==> src/rtl/dll_acknak_decoder.sv <==
// Receive-side Ack/Nak DLLP decoder: capture + CRC stage, then window check and Ack/Nak event stage.
// Optional CRC checking is built when DLL_ACKNAK_CRC_CHECK_EN is defined.
module dll_acknak_decoder #(
  parameter int unsigned SEQ_WIDTH = 16,
  parameter int unsigned CNT_WIDTH = 8
) (
  input  logic                 sclk,
  input  logic                 srst_n,
  input  logic [47:0]          dllp_i,
  input  logic                 dllp_valid_i,
  input  logic [SEQ_WIDTH-1:0] next_tx_seq_i,
  output logic [SEQ_WIDTH-1:0] acknak_seq_num_o,
  output logic [1:0]           acknak_seq_en_o,
  output logic [CNT_WIDTH-1:0] crc_err_cnt_o,
  output logic [CNT_WIDTH-1:0] drop_cnt_o,
  output logic                 protocol_err_o
);

  localparam logic [7:0] TYPE_ACK = 8'h00;
  localparam logic [7:0] TYPE_NAK = 8'h10;
  localparam logic [1:0] EV_IDLE  = 2'b00;
  localparam logic [1:0] EV_ACK   = 2'b01;
  localparam logic [1:0] EV_NAK   = 2'b10;

  typedef enum logic {S_NORMAL, S_NAK_HOLD} state_t;

  logic                 crc_ok_c;
  logic                 s1_vld_q;
  logic [7:0]           s1_type_q;
  logic [SEQ_WIDTH-1:0] s1_seq_q;
  logic                 s1_crc_ok_q;

  state_t               state_q, state_d;
  logic [SEQ_WIDTH-1:0] as_q, as_d;
  logic [1:0]           en_q, en_d;
  logic [SEQ_WIDTH-1:0] num_q, num_d;
  logic                 perr_q, perr_d;
  logic [CNT_WIDTH-1:0] drop_q, drop_d;
  logic                 crc_inc;
  logic [SEQ_WIDTH-1:0] diff_lo, diff_hi;
  logic                 in_win, is_ack, is_nak, dup;

`ifdef DLL_ACKNAK_CRC_CHECK_EN
  logic [CNT_WIDTH-1:0] crc_cnt_q, crc_cnt_d;
  logic [7:0]           unused_rsvd;

  // Serial CRC-16 (poly 0x100B), bit 0 first, seeded with all ones, inverted result
  function automatic logic [15:0] crc16_f(input logic [31:0] d);
    logic [15:0] c;
    logic        fb;
    c = 16'hFFFF;
    for (int i = 0; i < 32; i++) begin
      fb = c[15] ^ d[i];
      c  = {c[14:0], 1'b0};
      if (fb) c = c ^ 16'h100B;
    end
    return ~c;
  endfunction

  assign crc_ok_c    = (crc16_f(dllp_i[31:0]) == dllp_i[47:32]);
  assign unused_rsvd = dllp_i[15:8];

  always_comb begin
    crc_cnt_d = crc_cnt_q;
    if (crc_inc && (crc_cnt_q != '1)) crc_cnt_d = crc_cnt_q + CNT_WIDTH'(1);
  end

  always_ff @(posedge sclk or negedge srst_n) begin
    if (!srst_n) crc_cnt_q <= '0;
    else         crc_cnt_q <= crc_cnt_d;
  end

  assign crc_err_cnt_o = crc_cnt_q;
`else
  logic [24:0] unused_bits;

  assign crc_ok_c      = 1'b1;
  assign unused_bits   = {dllp_i[47:32], dllp_i[15:8], crc_inc};
  assign crc_err_cnt_o = '0;
`endif

  // Stage 1: capture the DLLP fields and its CRC verdict
  always_ff @(posedge sclk or negedge srst_n) begin
    if (!srst_n) begin
      s1_vld_q    <= 1'b0;
      s1_type_q   <= '0;
      s1_seq_q    <= '0;
      s1_crc_ok_q <= 1'b0;
    end else begin
      s1_vld_q <= dllp_valid_i;
      if (dllp_valid_i) begin
        s1_type_q   <= dllp_i[7:0];
        s1_seq_q    <= dllp_i[16 +: SEQ_WIDTH];
        s1_crc_ok_q <= crc_ok_c;
      end
    end
  end

  // Window: S not behind AS and not beyond the last transmitted sequence number
  assign diff_lo = s1_seq_q - as_q;
  assign diff_hi = next_tx_seq_i - SEQ_WIDTH'(1) - s1_seq_q;
  assign in_win  = !diff_lo[SEQ_WIDTH-1] && !diff_hi[SEQ_WIDTH-1];
  assign is_ack  = (s1_type_q == TYPE_ACK);
  assign is_nak  = (s1_type_q == TYPE_NAK);
  assign dup     = (s1_seq_q == as_q);

  // Stage 2: next-state, AS update and event decision
  always_comb begin
    state_d = state_q;
    as_d    = as_q;
    en_d    = EV_IDLE;
    num_d   = num_q;
    perr_d  = 1'b0;
    drop_d  = drop_q;
    crc_inc = 1'b0;
    if (s1_vld_q) begin
      if (!s1_crc_ok_q) begin
        crc_inc = 1'b1;
      end else if (is_ack || is_nak) begin
        if (!in_win) begin
          perr_d = 1'b1;
          if (drop_q != '1) drop_d = drop_q + CNT_WIDTH'(1);
        end else if (is_ack) begin
          if (dup) begin
            if (drop_q != '1) drop_d = drop_q + CNT_WIDTH'(1);
          end else begin
            en_d    = EV_ACK;
            num_d   = s1_seq_q;
            as_d    = s1_seq_q;
            state_d = S_NORMAL;
          end
        end else if ((state_q == S_NAK_HOLD) && dup) begin
          if (drop_q != '1) drop_d = drop_q + CNT_WIDTH'(1);
        end else begin
          en_d    = EV_NAK;
          num_d   = s1_seq_q;
          as_d    = s1_seq_q;
          state_d = S_NAK_HOLD;
        end
      end
    end
  end

  always_ff @(posedge sclk or negedge srst_n) begin
    if (!srst_n) begin
      state_q <= S_NORMAL;
      as_q    <= '1;
      en_q    <= EV_IDLE;
      num_q   <= '0;
      perr_q  <= 1'b0;
      drop_q  <= '0;
    end else begin
      state_q <= state_d;
      as_q    <= as_d;
      en_q    <= en_d;
      num_q   <= num_d;
      perr_q  <= perr_d;
      drop_q  <= drop_d;
    end
  end

  assign acknak_seq_en_o  = en_q;
  assign acknak_seq_num_o = num_q;
  assign protocol_err_o   = perr_q;
  assign drop_cnt_o       = drop_q;

endmodule
==> config.mk <==
export PLATFORM = sky130hd
export DESIGN_NAME = dll_acknak_decoder
export DESIGN_NICKNAME = d
export VERILOG_FILES = /design/src/rtl/dll_acknak_decoder.sv
export SDC_FILE = /design/constraint.sdc
export NUM_CORES = 1
export LEC_CHECK = 0
export CAP_MARGIN = 20
export CORE_MARGIN = 5
export CORE_UTILIZATION = 45
export CTS_BUF_LIST = sky130_fd_sc_hd__clkbuf_8
export DETAILED_ROUTE_END_ITERATION = 10
export DONT_BUFFER_PORTS = 1
export PLACE_DENSITY = 0.63
export SKIP_LAST_GASP = 1
export SLEW_MARGIN = 20
export SYNTH_ARGS = -nofsm -noshare
export SYNTH_HDL_FRONTEND = slang
export SYNTH_SLANG_ARGS = --single-unit
==> constraint.sdc <==
create_clock -name sclk -period 5.7 [get_ports sclk]
set_input_delay 1.71 -clock sclk [delete_from_list [all_inputs] [get_ports sclk]]
set_output_delay 1.71 -clock sclk [all_outputs]
set_load 0.02 [all_outputs]
Yosys cells after proc, flatten, opt, wreduce, memory -nomap -nowiden
Cells that the tools add are included.
- flip-flop bits (word level): 70
- word-level logic and storage cells: 51
- add/sub/neg operators: 4
- eq/ne operators: 7
- muxes and demuxes: 22
- reduce and logical (&&, ||, !) cells: 8
- operators by type and width (kind ; count):
    2-to-1 mux 16 bit ; 3
    2-to-1 mux 8 bit ; 5
    subtractor 16 bit ; 2
    == test 16 bit ; 1
    subtractor 16 x 1 -> 16 bit, second input constant ; 1
    2-to-1 mux 2 bit ; 6
    adder 8 x 1 -> 8 bit, second input constant ; 1
    == test 8 x 5 -> 1 bit, second input constant ; 1
    logical NOT 8 bit ; 1
    2-to-1 mux 1 bit ; 8
    inequality test 8 bit, second input constant ; 1
    AND reduction 6 bit ; 1
    AND reduction 5 bit ; 1
    inequality test 2 bit, second input constant ; 2
    inequality test 3 x 1 -> 1 bit, second input constant ; 1
    inequality test 3 x 2 -> 1 bit, second input constant ; 1
    logical AND 1 bit ; 2
    logical NOT 1 bit ; 2
    logical OR 1 bit ; 1

Logic depth before layout (Yosys ltp)
Gate-level depths: netlist of run 1.
- word-level depth: 8
- gate-level depth with buffers: 10
- mapped depth without buffers: 9

Worst setup path after synthesis of run 1
Ideal clock, no wire load.
- path kind: input -> register
- start: in next_tx_seq_i[10]
- end: reg num_q[10], in the netlist acknak_seq_num_o[10]
- setup time: 0.125 ns
- arrival time: 3.800 ns
- data required time: 5.575 ns
- path slack: 1.775 ns
- stages: 9
- buffers on the path: 1
- path through: ha_1 a21oi_1 o21ai_0 a221o_1 or3_4 a22oi_4 nand3_4 buf_6 mux2_4
- cells in the longest elaborated chain, start to end: 5
- ends and longest elaborated chain (item ; line ; text):
    start: declaration ; 11 ; input logic [SEQ_WIDTH-1:0] next_tx_seq_i,
    subtractor 16 x 1 -> 16 bit ; 101 ; assign diff_hi = next_tx_seq_i - SEQ_WIDTH'(1) - s1_seq_q;
    subtractor 16 bit ; 101 ;
    logical NOT 1 bit ; 102 ; assign in_win = !diff_lo[SEQ_WIDTH-1] && !diff_hi[SEQ_WIDTH-1];
    logical AND 1 bit ; 102 ;
    AND reduction 6 bit (no line) ; -- ;
    end signal: assignment ; 156 ; num_q <= num_d;
    end: declaration ; 36 ; logic [SEQ_WIDTH-1:0] num_q, num_d;
No other way between the ends.
A chain may end at the register's enable or synchronous reset.

Final worst setup path of run 1
- start: in next_tx_seq_i[10]
- end: reg num_q[13], in the netlist acknak_seq_num_o[13]
Same word-level chain as after synthesis.

==> results.json, run 1 <==
{
  "status": "finished, final reports clean",
  "gr-total-overflow": 0,
  "multi_input_area_sq_um": 1660,
  "cts_hold_buf": 0,
  "yosys.area.top_type": "dfrtp_1",
  "io_pins": 102,
  "wl_met2_microns": 3340,
  "synth_edf_count": 0,
  "antenna_found_initial": 0,
  "ys_ff_latch": 70,
  "portBuffers": 0,
  "postLayoutSetupSlackWorst_ns": 1.49,
  "drtIter0Drc": 21,
  "cts_max_level": 3,
  "grt_pass1_vias": 2349,
  "cp-end-kind": "flop",
  "syn-cell-area_sq_um": 3630,
  "final.setup.tns_ns": 0,
  "wire_per_inst_microns": 16.4,
  "vias": 2249,
  "synth_top_cell_area_share": 0.372,
  "syn_inst": 313,
  "slew_headroom": 0.650,
  "hpwl_microns": 5120,
  "cts_tree": "done",
  "ys_async_sr_fraction": 1.00,
  "vias_per_cell": 5.29,
  "cp-start-kind": "primary input",
  "critPathMaxFanout": 17,
  "routabilityCongestion": 0.775,
  "yosysMostFrequentCell": "dfrtp_1",
  "fp.dieArea_sq_um": 9980,
  "hp-start": "s1_crc_ok_q",
  "antenna_left": 0,
  "coreArea_sq_um": 7810,
  "antenna_cells": 0,
  "power_density_nw_per_um2": 294,
  "worst_ep_arrival_time_ns": 4.43,
  "num_rows": 32,
  "synth_flop_cell": "dfrtp_1",
  "worstSetupStartpoint": "next_tx_seq_i[10]",
  "ff2ff_path_depth": 10,
  "wl_microns": 6980,
  "hold_class": "reg -> reg",
  "clkTransAtPathRegs_ns": 0.07,
  "numCtsBuffers": 9,
  "fmax_mhz": 238,
  "synthTopCellsByArea": "dfrtp_1 (37%), dfstp_2 (12%), ha_1 (10%)",
  "die_y_microns": 99.9,
  "power_uw": 1150,
  "yosysWarnings": 0,
  "syn_area_per_cell_sq_um": 11.6,
  "maxSlewViolCount": 0,
  "cts-root-buf": "clkbuf_8",
  "post_cts_resized": 0,
  "rsz0062_at_grt": "no",
  "clkSinkCount": 70,
  "reg2reg_from": "s1_seq_q[10]",
  "hold_viol": 0,
  "setup_viol": 0,
  "wl_met1_microns": 3160,
  "post_cts.repair.setup_buffers": 0,
  "route.top_layer_used": "met4",
  "p_leak_uw": 0.00201,
  "dpl_worst_slack_ns": 1.14,
  "yosysSeqAreaShare": 0.487,
  "nets": 415,
  "firstDrtPassIters": 4,
  "worstSetupPathType": "in -> reg",
  "drv_cap": 0,
  "area_growth_pct": 7.88,
  "drive_gt1_frac": 0.235,
  "clk_path_buf_depth": 2,
  "cp_slowest_cell": "a221o_1",
  "num-fill-cells": 719,
  "crit_chain": "ha_1, a21oi_1, o21ai_0, a221o_1, or3_4, a22oi_4, nand3_4, buf_4, mux2_4",
  "regArea_sq_um": 1770,
  "grt_usage": 0.147,
  "cp.required_ns": 5.92,
  "cp_slowest_stage_delay_ns": 0.42,
  "start_util": 0.466,
  "ir_drop_mv": 0.120,
  "grt_max_degree": 71,
  "holdPathStages": 1,
  "worstSkewPairLatency_ns": 0.34,
  "ys_types": 48,
  "grt_pass1_wl_microns": 11600,
  "die_w_microns": 99.9,
  "layout_worst_path_cycle_share": 0.738,
  "wl_met3_microns": 346,
  "min_period_ns": 4.21,
  "synthTopCellsByCount": "dfrtp_1 (54), inv_1 (31), ha_1 (30), nand2_1 (28), o21ai_0 (22)",
  "fin_skew_ns": 0.0118,
  "tightest_slew_ns": 0.519,
  "drc": 0
}
-- path summary, 6_finish.rpt --
path | endpoint | slack, ns
hold reg to reg | s1_crc_ok_q | 0.47
hold / removal | s1_crc_ok_q | 0.47
setup / recovery | acknak_seq_num_o[13] | 1.49
max in group asynchronous | as_q[15] | 4.42
min in group asynchronous | acknak_seq_num_o[9] | 1.06
setup reg to reg | acknak_seq_num_o[13] | 2.38
-- state kept, by name, indices dropped and copies added (netlist names) --
signal            count
drop_cnt_o            8
protocol_err_o        1
s1_crc_ok_q           1
acknak_seq_num_o     16
acknak_seq_en_o       2
s1_seq_q             16
s1_type_q             8
s1_vld_q              1
as_q                 16
state_q               1
-- area by class of cell --
| cell class | count | area share |
|---|---|---|
| clock buffer | 10 | 0.0351 |
| clock inverter | 6 | 0.0217 |
| inverter | 32 | 0.0306 |
| multi-input combinational | 203 | 0.424 |
| sequential | 70 | 0.452 |
| tap | 102 | 0.0325 |
| timing repair buffer | 2 | 0.00383 |
-- metrics by stage --
stage	hold slack [ns]	util	instance area (sq um)	std cells
6_report	0.474	0.502	3920	425
2_1_floorplan	0.439	-	3660	320
5_1_grt	0.496	0.502	3920	425
3_5_place_dp	0.460	0.474	3700	409
3_3_place_gp	0.453	0.474	3700	409
4_1_cts	0.476	0.502	3920	425
-- worst max-delay path, delay by kind of cell --
kind	cells	cell delay [ns]
multiplexers	1	0.30
adder cells (fa/ha/maj)	1	0.29
AO/OA/AOI/OAI	4	1.09
AND/OR/NAND/NOR	2	0.71
buffers and inverters	1	0.32
-- power by group --
part,internal [uW],switching (uW)
clock network,257,189
registers,537,41.9
logic,59.4,68.4
total,853,299
-- routing by layer --
layer | track usage | vias to the layer above
met5 | 0 | -
met4 | 0.0599 | 0
met3 | 0.0375 | 10
met2 | 0.242 | 56
met1 | 0.185 | 1102
li1 | - | 1081
-- placed cells by master, fill, tap and decap left out, drive strengths merged, types with 2 or more instances in the layout --
master and n:
a211oi 5, a21oi 17, a221o 2, and3 2, buf 2, bufinv 2, clkbuf 10, clkinv 2
clkinvlp 2, conb 8, dfrtp 54, dfstp 16, ha 30, inv 32, mux2 30, mux2i 14
nand2 28, nand2b 2, nand3 8, nand4 4, nor2 4, nor3 3, nor4 2, o21ai 23
or3 2, or4 2, xor2 5
-- kinds of logic (layout without fill, tap and decap cells) --
kind of cell | Yosys count | after routing | share of synthesized area
fa+ha+maj | 30 | 30 | 0.103
flops | 70 | 70 | 0.487
compound gates | 53 | 53 | 0.0916
other cells | 1 | 8 | 0.00103
xor+xnor | 6 | 6 | 0.0145
buf+inv | 47 | 50 | 0.0620
mux | 44 | 44 | 0.147
simple gates | 62 | 62 | 0.0933
No activity file was read; power rests on OpenSTA's default activity.
==> run 2, diff against run 1 <==
--- a/config.mk
+++ b/config.mk
@@ -11,7 +11,7 @@
 export CTS_BUF_LIST = sky130_fd_sc_hd__clkbuf_8
 export DETAILED_ROUTE_END_ITERATION = 10
 export DONT_BUFFER_PORTS = 1
-export PLACE_DENSITY = 0.63
+export PLACE_DENSITY = 0.65
 export SKIP_LAST_GASP = 1
 export SLEW_MARGIN = 20
 export SYNTH_ARGS = -nofsm -noshare
==> constraint.sdc (replaced) <==
create_clock -name sclk -period 3.5 [get_ports sclk]
set_input_delay 1.05 -clock sclk [delete_from_list [all_inputs] [get_ports sclk]]
set_output_delay 1.05 -clock sclk [all_outputs]
set_load 0.02 [all_outputs]
==> results.json, run 2 (synthesized netlist as in run 1, its figures left out) <==
{
  "status": "finished, final reports clean",
  "worst_ep_arrival_time_ns": 3.40,
  "firstDrtPassIters": 6,
  "cts_hold_buf": 0,
  "tightest_slew_ns": 0.546,
  "io_pins": 102,
  "p_leak_uw": 0.00203,
  "clkSinkCount": 70,
  "critPathMaxFanout": 25,
  "r2r-end": "acknak_seq_num_o[0]",
  "num-fill-cells": 719,
  "grt_pass1_wl_microns": 11700,
  "drtIter0Drc": 46,
  "power_density_nw_per_um2": 475,
  "fmax_mhz": 315,
  "cp-end-kind": "flop",
  "cpMostUsedCell": "inv_1",
  "grt_max_degree": 71,
  "fp.dieArea_sq_um": 9980,
  "layout_commonest_cell": "dfrtp_1",
  "multi_input_area_sq_um": 1660,
  "cp_slowest_stage_delay_ns": 0.52,
  "numCtsBuffers": 9,
  "wire_per_inst_microns": 16.3,
  "die_y_microns": 99.9,
  "cp-endpoint": "acknak_seq_num_o[0]",
  "final_util": 0.507,
  "reg2reg_from": "as_q[13]",
  "worstSetupStartpoint": "as_q[13]",
  "intPower_uw": 1390,
  "r2r_slack_ns": 0.32,
  "worstSetupPathType": "reg -> reg",
  "cp-start-kind": "flop",
  "die_w_microns": 99.9,
  "antenna_left": 0,
  "min_period_ns": 3.18,
  "clk_path_buf_depth": 2,
  "grt_usage": 0.149,
  "start_util": 0.466,
  "antenna_cells": 0,
  "clkTransAtPathRegs_ns": 0.09,
  "hold_class": "in -> async",
  "ir_drop_mv": 0.162,
  "vias": 2209,
  "swShare": 0.259,
  "cp.required_ns": 3.72,
  "p_seq_frac": 0.501,
  "regArea_sq_um": 1770,
  "coreArea_sq_um": 7810,
  "layout_worst_path_cycle_share": 0.908,
  "ff2ff_path_depth": 11,
  "cts_tree": "done",
  "rsz0062_at_grt": "no",
  "wl_microns": 6980,
  "cts_max_level": 3,
  "final.setup.tns_ns": 0,
  "slew_headroom": 0.633,
  "post_cts.repair.setup_buffers": 0,
  "combPwrFrac": 0.113,
  "final_cell_mix": "dfrtp_1 (54), inv_1 (31), ha_1 (30)",
  "drive_gt1_frac": 0.242,
  "worstSkewPairLatency_ns": 0.35,
  "nets": 418,
  "fin_skew_ns": 0.0154,
  "portBuffers": 0,
  "power_switching_uw": 487,
  "maxSlewViolCount": 0,
  "cts-root-buf": "clkbuf_8",
  "num_rows": 32,
  "drv_cap": 0,
  "post_cts_resized": 0,
  "drc": 0,
  "hold_viol": 0,
  "crit_chain": "inv_1, ha_1, nand4_1, nor3_1, buf_4, inv_1, nor4_1, o21ai_2, nand3_4, buf_12, mux2_2",
  "grt_pass1_vias": 2330,
  "area_growth_pct": 8.85,
  "p_clk_frac": 0.386,
  "antenna_found_initial": 0,
  "routabilityCongestion": 0.724,
  "gr-total-overflow": 0,
  "hpwl_microns": 5090,
  "setup_viol": 0,
  "vias_per_cell": 5.16,
  "cp_slowest_cell": "dfstp_2"
}
-- run 2: routing by layer --
metal,share of wire,global-route usage
met4,0.015,0.0662
met1,0.45,0.194
met3,0.043,0.0299
met5,0,0
met2,0.49,0.240
-- run 2: worst max-delay path: cells and delay by family, from the launching register on --
| kind | cells | cell delay, ns |
|---|---|---|
| multiplexers | 1 | 0.35 |
| AO/OA/AOI/OAI | 1 | 0.27 |
| AND/OR/NAND/NOR | 4 | 1.12 |
| buffers and inverters | 4 | 0.48 |
| adder cells (fa/ha/maj) | 1 | 0.30 |
| flip-flops | 1 | 0.52 |
-- run 2: how the worst min path moves through the flow --
stage,startpoint,endpoint,slack [ns]
floorplan,s1_crc_ok_q,s1_crc_ok_q,0.44
global placement,s1_crc_ok_q,s1_crc_ok_q,0.45
detailed placement,s1_crc_ok_q,s1_crc_ok_q,0.45
CTS,srst_n,acknak_seq_num_o[7],0.37
global route,srst_n,acknak_seq_num_o[7],0.37
finish,srst_n,acknak_seq_num_o[7],0.39
-- run 2: stage by stage --
step	instance area, sq um	setup WS, ns	cells	power [uW]	hold WS, ns
6_report	3960	0.321	428	1880	0.388
5_1_grt	3960	0.0631	428	1980	0.366
4_1_cts	3960	0.300	428	1910	0.368
3_5_place_dp	3730	0.166	412	1170	0.453
3_3_place_gp	3730	0.156	412	1160	0.451
2_1_floorplan	3660	0.235	320	1130	0.439
-- run 2: final cells by class --
type                       instances  area share
sequential                        70       0.448
multi-input combinational        203       0.421
tap                              102      0.0323
clock inverter                     6      0.0215
inverter                          32      0.0304
timing repair buffer               5      0.0127
clock buffer                      10      0.0348
-- run 2: power groups by stage --
stage | clock network (uW) | logic [uW] | registers, uW
2_1_floorplan | 0 | 184 | 945
3_3_place_gp | 0 | 206 | 957
3_5_place_dp | 0 | 213 | 959
4_1_cts | 750 | 214 | 944
5_1_grt | 782 | 245 | 952
6_report | 727 | 212 | 942
